`config.mk`:
```
export PLATFORM = sky130hd
export DESIGN_NAME = mtr_drv_ctrl
export DESIGN_NICKNAME = d
export VERILOG_FILES = /design/src/rtl/mtr_drv_ctrl.sv
export SDC_FILE = /design/constraint.sdc
export NUM_CORES = 1
export LEC_CHECK = 0
export BUFFER_PORTS_ARGS = -buffer_cell sky130_fd_sc_hd__buf_4
export CORE_UTILIZATION = 65
export DETAILED_ROUTE_END_ITERATION = 6
export PLACE_DENSITY = 0.91
export SYNTH_ARGS = -nofsm -noshare
export SYNTH_HDL_FRONTEND = slang
export SYNTH_SLANG_ARGS = --single-unit
```
`constraint.sdc`:
```
create_clock -name clk_i -period 13.75 [get_ports clk_i]
set_input_delay 1.375 -clock clk_i [delete_from_list [all_inputs] [get_ports clk_i]]
set_output_delay 1.375 -clock clk_i [all_outputs]
set_load 0.05 [all_outputs]
```
`src/rtl/mtr_drv_ctrl.sv`:
```
// Dual-channel motor drive controller: PWM period timing, slew-limited duty ramping
// with direction changes through zero, and latched overcurrent fault handling.
module mtr_drv_ctrl #(
    parameter logic [10:0] MIN_DUTY   = 11'h080,
    parameter logic [10:0] MAX_STEP   = 11'h040,
    parameter int          OC_PERIODS = 4
) (
    input  logic        clk_i,
    input  logic        rst_i,
    input  logic        en_i,
    input  logic [11:0] lft_spd_i,
    input  logic [11:0] rght_spd_i,
    input  logic        spd_vld_i,
    input  logic        ovr_I_i,
    output logic [10:0] lft_duty_o,
    output logic [10:0] rght_duty_o,
    output logic        lft_rev_o,
    output logic        rght_rev_o,
    output logic        prd_strt_o,
    output logic        fault_o,
    output logic [1:0]  state_o
);

    localparam int OCW = $clog2(OC_PERIODS + 1);

    typedef enum logic [1:0] {
        S_IDLE  = 2'd0,
        S_RUN   = 2'd1,
        S_FAULT = 2'd2
    } state_t;

    state_t          state_q, state_d;
    logic [10:0]     cnt_q, cnt_d;
    logic [11:0]     lh_q, lh_d, rh_q, rh_d;
    logic [OCW-1:0]  oc_q, oc_d;
    logic [10:0]     lduty_q, lduty_d, rduty_q, rduty_d;
    logic            lrev_q, lrev_d, rrev_q, rrev_d;
    logic            fault_q, fault_d;
    logic            boundary;

    // Returns {rev, duty} for one channel after one boundary of slewing.
    function automatic logic [11:0] slew_ch(input logic [11:0] spd,
                                            input logic [10:0] duty,
                                            input logic        rev);
        logic        dir;
        logic [12:0] mag;
        logic [12:0] sum;
        logic [10:0] tgt;
        logic [11:0] up;
        logic [11:0] dn;
        logic        nrev;
        logic [10:0] nduty;
        dir   = spd[11];
        mag   = dir ? (13'd0 - {spd[11], spd}) : {1'b0, spd};
        sum   = mag + {2'b00, MIN_DUTY};
        tgt   = (spd == 12'd0) ? 11'h000 : ((sum > 13'h07FF) ? 11'h7FF : sum[10:0]);
        nrev  = rev;
        nduty = duty;
        if (dir != rev && duty == 11'h000) begin
            nrev = dir;
        end else begin
            // Opposite direction requested: ramp down to zero before the flip.
            if (dir != rev) tgt = 11'h000;
            up = {1'b0, duty} + {1'b0, MAX_STEP};
            dn = {1'b0, duty} - {1'b0, tgt};
            if (tgt > duty)
                nduty = (up > {1'b0, tgt}) ? tgt : up[10:0];
            else if (tgt < duty)
                nduty = (dn > {1'b0, MAX_STEP}) ? (duty - MAX_STEP) : tgt;
        end
        return {nrev, nduty};
    endfunction

    assign boundary = (cnt_q == 11'h7FF);

    always_comb begin
        state_d = state_q;
        cnt_d   = cnt_q + 11'd1;
        lh_d    = lh_q;
        rh_d    = rh_q;
        oc_d    = oc_q;
        lduty_d = lduty_q;
        rduty_d = rduty_q;
        lrev_d  = lrev_q;
        rrev_d  = rrev_q;
        fault_d = fault_q;
        if (spd_vld_i) begin
            lh_d = lft_spd_i;
            rh_d = rght_spd_i;
        end
        if (boundary) begin
            case (state_q)
                S_IDLE: begin
                    if (en_i && !ovr_I_i) state_d = S_RUN;
                end
                S_RUN: begin
                    if (!en_i) begin
                        state_d = S_IDLE;
                        oc_d    = '0;
                        lduty_d = '0;
                        rduty_d = '0;
                        lrev_d  = 1'b0;
                        rrev_d  = 1'b0;
                    end else if (ovr_I_i && (int'(oc_q) + 1 >= OC_PERIODS)) begin
                        state_d = S_FAULT;
                        fault_d = 1'b1;
                        oc_d    = '0;
                        lduty_d = '0;
                        rduty_d = '0;
                    end else begin
                        oc_d = ovr_I_i ? (oc_q + OCW'(1)) : '0;
                        {lrev_d, lduty_d} = slew_ch(lh_q, lduty_q, lrev_q);
                        {rrev_d, rduty_d} = slew_ch(rh_q, rduty_q, rrev_q);
                    end
                end
                S_FAULT: begin
                    if (!en_i) begin
                        state_d = S_IDLE;
                        fault_d = 1'b0;
                        lrev_d  = 1'b0;
                        rrev_d  = 1'b0;
                    end
                end
                default: state_d = S_IDLE;
            endcase
        end
    end

    always_ff @(posedge clk_i or posedge rst_i) begin
        if (rst_i) begin
            state_q <= S_IDLE;
            cnt_q   <= '0;
            lh_q    <= '0;
            rh_q    <= '0;
            oc_q    <= '0;
            lduty_q <= '0;
            rduty_q <= '0;
            lrev_q  <= 1'b0;
            rrev_q  <= 1'b0;
            fault_q <= 1'b0;
        end else begin
            state_q <= state_d;
            cnt_q   <= cnt_d;
            lh_q    <= lh_d;
            rh_q    <= rh_d;
            oc_q    <= oc_d;
            lduty_q <= lduty_d;
            rduty_q <= rduty_d;
            lrev_q  <= lrev_d;
            rrev_q  <= rrev_d;
            fault_q <= fault_d;
        end
    end

    // Counter sits at 0 throughout reset; the pulse is held off until release.
    assign prd_strt_o  = (cnt_q == 11'h000) && !rst_i;
    assign lft_duty_o  = lduty_q;
    assign rght_duty_o = rduty_q;
    assign lft_rev_o   = lrev_q;
    assign rght_rev_o  = rrev_q;
    assign fault_o     = fault_q;
    assign state_o     = state_q;

endmodule

```
; Yosys cells after proc, flatten, opt, wreduce, memory -nomap -nowiden
; Index checks and enable logic that the tools add are counted.
[word_totals]
regBits = 65
inputBits = 29
elab_cells = 124
[op_classes]
n_addsub = 13
order_cmp = 11
eq_ne = 17
n_mux = 52
n_reduce_logical = 21
[ops]
columns = cell, n
row1 = 11-bit 2-to-1 mux, 30
row2 = 11-bit zero test, 3
row3 = "13-bit by 8-bit adder with 13-bit output, second input constant", 2
row4 = "13-bit by 11-bit greater-than comparator with 1-bit output, second input constant", 2
row5 = 13-bit 2-to-1 mux, 2
row6 = "1-bit by 12-bit subtractor with 13-bit output, first input constant", 2
row7 = "11-bit by 7-bit adder with 12-bit output, second input constant", 2
row8 = 12-bit by 11-bit greater-than comparator with 1-bit output, 2
row9 = "12-bit by 7-bit greater-than comparator with 1-bit output, second input constant", 2
row10 = 12-bit zero test, 2
row11 = 11-bit by 11-bit subtractor with 12-bit output, 2
row12 = 11-bit greater-than comparator, 2
row13 = 11-bit < comparator, 2
row14 = "11-bit by 7-bit subtractor with 11-bit output, second input constant", 2
row15 = "3-bit inequality test, second input constant", 6
row16 = 5-bit AND reduction, 3
row17 = 4-bit AND reduction, 3
row18 = "11-bit by 1-bit adder with 11-bit output, second input constant", 1
row19 = "11-bit equality test, second input constant", 1
row20 = 1-bit 2-to-1 mux, 9
row21 = 3-bit 2-to-1 mux, 3
row22 = 2-bit 2-to-1 mux, 4
row23 = "2-bit inequality test, second input constant", 4
row24 = "4-bit by 1-bit inequality test with 1-bit output, second input constant", 2
row25 = other kinds (13), 21

; Longest topological paths before layout
[logic_depth]
depth_word = 20
ltp_mapped = 22
mapped_depth_nobuf = 22

; Least setup slack after synthesis
; Ideal clock, no wire load.
[synth_path]
kind = register to register
from = register lh_q[0]
to = register lduty_q[0] (netlist: lft_duty_o[0])
setup_ns = 0.067
t_arrival_ns = 5.509
t_required_ns = 13.683
path_slack_ns = 8.174
path_stages_with_launch = 22
synth_period_minus_slack_ns = 5.576
path_cell_list = dfrtp_1 > inv_1 > ha_1 > or4b_2 > o41ai_1 > xnor2_1 > ha_1 > xor2_1 > xnor2_1 > nor4_1 > o21ai_0 > o21a_1 > a21o_1 > ha_1 > and2_1 > o21a_1 > nor3_1 > o21ai_0 > nor4_1 > o21ai_0 > o21ai_1 > a22o_1
[synth_between]
elab_chain_len = 20
[synth_lines]
columns = item, line
row1 = "start, declared", 34  ; logic [11:0] lh_q, lh_d, rh_q, rh_d;
row2 = "start signal, assigned", 144  ; lh_q <= lh_d;
row3 = 1-bit by 12-bit subtractor with 13-bit output, 54  ; mag = dir ? (13'd0 - {spd[11], spd}) : {1'b0, spd};
row4 = 13-bit 2-to-1 mux, 54
row5 = 13-bit by 8-bit adder with 13-bit output, 55  ; sum = mag + {2'b00, MIN_DUTY};
row6 = 13-bit by 11-bit greater-than comparator with 1-bit output, 56  ; tgt = (spd == 12'd0) ? 11'h000 : ((sum > 13'h07FF) ? 11'h7FF : sum[10:0]);
row7 = 11-bit 2-to-1 mux, 56
row8 = 11-bit 2-to-1 mux *, 56
row9 = 11-bit 2-to-1 mux *, 63  ; if (dir != rev) tgt = 11'h000;
row10 = 11-bit 2-to-1 mux *, 59  ; if (dir != rev && duty == 11'h000) begin
row11 = [... 4 more ...], n/a
row12 = 11-bit by 11-bit subtractor with 12-bit output, 65  ; dn = {1'b0, duty} - {1'b0, tgt};
row13 = 12-bit by 7-bit greater-than comparator with 1-bit output, 69  ; nduty = (dn > {1'b0, MAX_STEP}) ? (duty - MAX_STEP) : tgt;
row14 = 11-bit 2-to-1 mux, 69
row15 = 11-bit 2-to-1 mux, 68  ; else if (tgt < duty)
row16 = 11-bit 2-to-1 mux, 66  ; if (tgt > duty)
row17 = 11-bit 2-to-1 mux, 59
row18 = 11-bit 2-to-1 mux, 104  ; end else if (ovr_I_i && (int'(oc_q) + 1 >= OC_PERIODS)) begin
row19 = 11-bit 2-to-1 mux, 97  ; if (!en_i) begin
row20 = "end signal, assigned", 147  ; lduty_q <= lduty_d;
row21 = "end, declared", 36  ; logic [10:0] lduty_q, lduty_d, rduty_q, rduty_d;
; Mark *: on every way between the ends. The rest lies on a longest branch, timed or not. The select of a mux whose other input is x is not followed.
; A chain may end at the register's enable or synchronous reset.

; Worst setup path in the final report
; Same ends and word-level chain as after synthesis.

==> flow_summary.json <==
{
  "status": "complete, but fails checks",
  "violations_in_the_final_reports": "DRC",
  "clock_power_share_pct": 28.2,
  "postRouteWirelength_um": 15600,
  "die-area_mm2": 0.00964,
  "grt_use_total_pct": 33.6,
  "postSynthRegisterBits": 65,
  "remaining_drc_errors": 4,
  "cts_resized": 0,
  "detail_route.iter0.violations": 390,
  "synth.yosys.seq_area_share_pct": 27.1,
  "min-delay-path-class": "flop to flop",
  "wire_per_inst_um": 18.3,
  "fin_area_mm2": 0.00663,
  "timing.critical_path.cells": "inv_1, ha_1, or4b_2, o41ai_1, xnor2_1, ha_1, xor2_1, xnor2_1, nor4_1, o21ai_0, o21a_1, a21o_1, ha_1, and2_1, o21a_1, nor3_1, o21ai_0, nor4_1, o21ai_0, o21ai_1, a22o_1",
  "nNetsFinal": 816,
  "irDropWorstVdd_mv": 0.0742,
  "power_leakage_nw": 2.93,
  "path_class": "flop to flop",
  "swShare_pct": 37.5,
  "power_frac_comb_pct": 37.9,
  "grt_first_pass_wirelength_um": 26600,
  "fin_worst_skew_ns": 0.00714,
  "syn_area_per_cell_um2": 8.60,
  "cts_htree_levels": 3,
  "achievable-frequency_ghz": 0.149,
  "final.fill_count": 647,
  "detail_route.vias_per_cell": 6.80,
  "gp_congestion": 0.967,
  "critical_path_required_ns": 14.03,
  "power_frac_seq_pct": 33.8,
  "syn_area_mm2": 0.00601,
  "areaGrowthSynthToFinish_pct": 10.3,
  "drive_above_1_share_pct": 15.7,
  "p_switching_mw": 0.240,
  "worst_max_slew_margin_expressed_relative_to_the_limit_pct": 38.0,
  "finalCriticalPeriod_ns": 6.73,
  "cts_post_setup_buffers_inserted": 0,
  "grt_pass1_vias": 5663,
  "grt_antenna_before_repair": 0,
  "cts.path.max_buffers": 2,
  "route.antenna.remaining_nets": 0,
  "global_route.overflow_total": 0,
  "syn_nets": 777,
  "finalCritPeriodShare_pct": 48.9,
  "start_util_pct": 67.9,
  "netlist_instances": 699,
  "timing_max_transition_violations_final": 0,
  "area_post_placement_mm2": 0.00641,
  "port_buffers": 56,
  "yosys.cell_types.count": 82,
  "crit_fanout": 7,
  "async_reset_ff_share_pct": 100,
  "worst_ep_arrival_time_ns": 7.01,
  "p_int_mw": 0.400,
  "rsz0062_at_grt": "no",
  "insertion_delay_ns": 0.34,
  "diode_insertion_count_for_antenna_repair": 0,
  "dr_total_vias": 5791,
  "worst_setup_path_start_kind": "flop",
  "power.density_cell_area_mw_per_mm2": 96.5,
  "yosysWarningCount": 0,
  "chipHeight_um": 98.2,
  "design.core.area_mm2": 0.00885,
  "setup_viol": 0,
  "grt_start_max_net_pins": 66,
  "fp-row-count": 34,
  "tightestPinTransition_ns": 0.917,
  "ctsRootBufferMaster": "clkbuf_8",
  "pin_count": 57,
  "clock-sinks": 65,
  "critPathCaptureType": "flop",
  "synth_edf_count": 0,
  "numCtsBuffers": 9,
  "clkSlewWorstSetupHoldPaths_ns": 0.08,
  "tritoncts": "built",
  "synthFlopType": "dfrtp_1",
  "drt_first_pass_iters": 7,
  "die_w_um": 98.2,
  "place.detailed.hpwl_um": 11600,
  "critical-path-slowest-cell": "or4b_2",
  "cpPeakStageDelay_ns": 0.67,
  "drv_cap": 0,
  "fin_tns_setup_ns": 0,
  "final-hold-violation-count": 0,
  "ctsHoldBuffers": 0
}
-- critical path: cells and delay by family (launching register included) --
| family | cells | cell delay [ns] |
|---|---|---|
| adder cells (fa/ha/maj) | 3 | 0.97 |
| flip-flops | 1 | 0.44 |
| XOR/XNOR | 3 | 0.55 |
| buffers and inverters | 1 | 0.12 |
| AO/OA/AOI/OAI | 9 | 2.43 |
| AND/OR/NAND/NOR | 5 | 2.17 |
-- Yosys cell counts (all sizes together) (14+ instances only) --
library cell  instances  area (um^2)
dfrtp                65         1630
nand2                48          180
o21ai                48          240
ha                   47          588
inv                  45          169
a21oi                40          200
nor2                 34          128
xor2                 26          228
nand3                24          120
a21o                 22          174
xnor2                20          175
clkbuf               19          101
mux2                 19          214
nor4                 16          100
nor3                 14         70.1
-- layer usage --
metal | part of all wire (%) | track usage [%] | wire length, um | vias to the layer above
met5 | 0 | 0 | 0 | -
li1 | - | - | - | 2724
met3 | 5.6 | 5.30 | 865 | 53
met1 | 41 | 40.5 | 6350 | 2779
met4 | 3.2 | 14.1 | 500 | 0
met2 | 50 | 59.6 | 7840 | 235
-- power by group through the flow --
stage	Combinational (mW)	Clock (mW)	Sequential, mW
6_report	0.243	0.181	0.216
5_1_grt	0.266	0.191	0.218
4_1_cts	0.238	0.183	0.216
3_5_place_dp	0.236	0	0.219
3_3_place_gp	0.227	0	0.219
2_1_floorplan	0.194	0	0.209
-- registers in the layout, summed over array words and instances, names as in the netlist --
| signal | cells |
|---|---|
| rh_q | 12 |
| oc_q | 3 |
| rght_duty_o | 11 |
| state_o | 2 |
| lft_rev_o | 1 |
| fault_o | 1 |
| lft_duty_o | 11 |
| lh_q | 12 |
| rght_rev_o | 1 |
| cnt_q | 11 |
-- layout make-up --
type	instances	area, um^2	area share, %
clock buffer	9	124	1.87
tap	108	135	2.04
clock inverter	7	95.1	1.43
timing repair buffer	57	428	6.45
sequential	65	1630	24.5
inverter	45	169	2.55
multi-input combinational	560	4050	61.1
-- cell usage in the layout, fill, tap and decap left out, drive strengths merged, types with 10 or more instances in the layout --
cell	instances
a31oi	12
nor3	14
buf	57
a21oi	40
xor2	26
o21ai	48
o31ai	11
nor2	34
nor4	16
a21o	22
nand2b	11
nand2	48
dfrtp	65
nand3	24
inv	45
xnor2	20
ha	47
mux2	19
nor2b	10
-- metrics by stage --
step	hold slack (ns)	utilization [%]	total power [mW]	instances	worst slack, ns
after floorplan	0.455	-	0.403	699	8.17
after global placement	0.472	72.5	0.445	835	7.56
after detailed placement	0.499	72.5	0.455	835	7.26
after CTS	0.509	74.9	0.637	851	7.12
after global routing	0.543	74.9	0.675	851	6.45
final	0.511	74.9	0.640	851	7.02
-- cell families after synthesis --
group                    count (synthesis)  synth area share, %
buffers and inverters                   74                 5.52
AO/OA/AOI/OAI                          224                 26.2
AND/OR/NAND/NOR                        217                 19.7
flip-flops                              65                 27.1
adder cells (fa/ha/maj)                 49                 10.4
multiplexers                            24                 4.39
XOR/XNOR                                46                 6.70
-- final timing paths --
| kind | startpoint | endpoint | slack, ns | cells past startpoint |
|---|---|---|---|---|
| worst max-delay path | lh_q[0]$_DFFE_PP0P_ | lft_duty_o[0]$_DFFE_PP0P_ | 7.02 | 21 |
| worst min-delay path | cnt_q[9]$_DFF_PP0_ | cnt_q[9]$_DFF_PP0_ | 0.51 | 1 |
| worst max register to register | lh_q[0]$_DFFE_PP0P_ | lft_duty_o[0]$_DFFE_PP0P_ | 7.02 | 21 |
| worst min register to register | cnt_q[9]$_DFF_PP0_ | cnt_q[9]$_DFF_PP0_ | 0.51 | 1 |
| max in group asynchronous | rst_i | state_o[0]$_DFFE_PP0P_ | 11.94 | 3 |
| min in group asynchronous | rst_i | lh_q[8]$_DFFE_PP0P_ | 1.29 | 3 |
No activity file was read; power rests on OpenSTA's default activity.
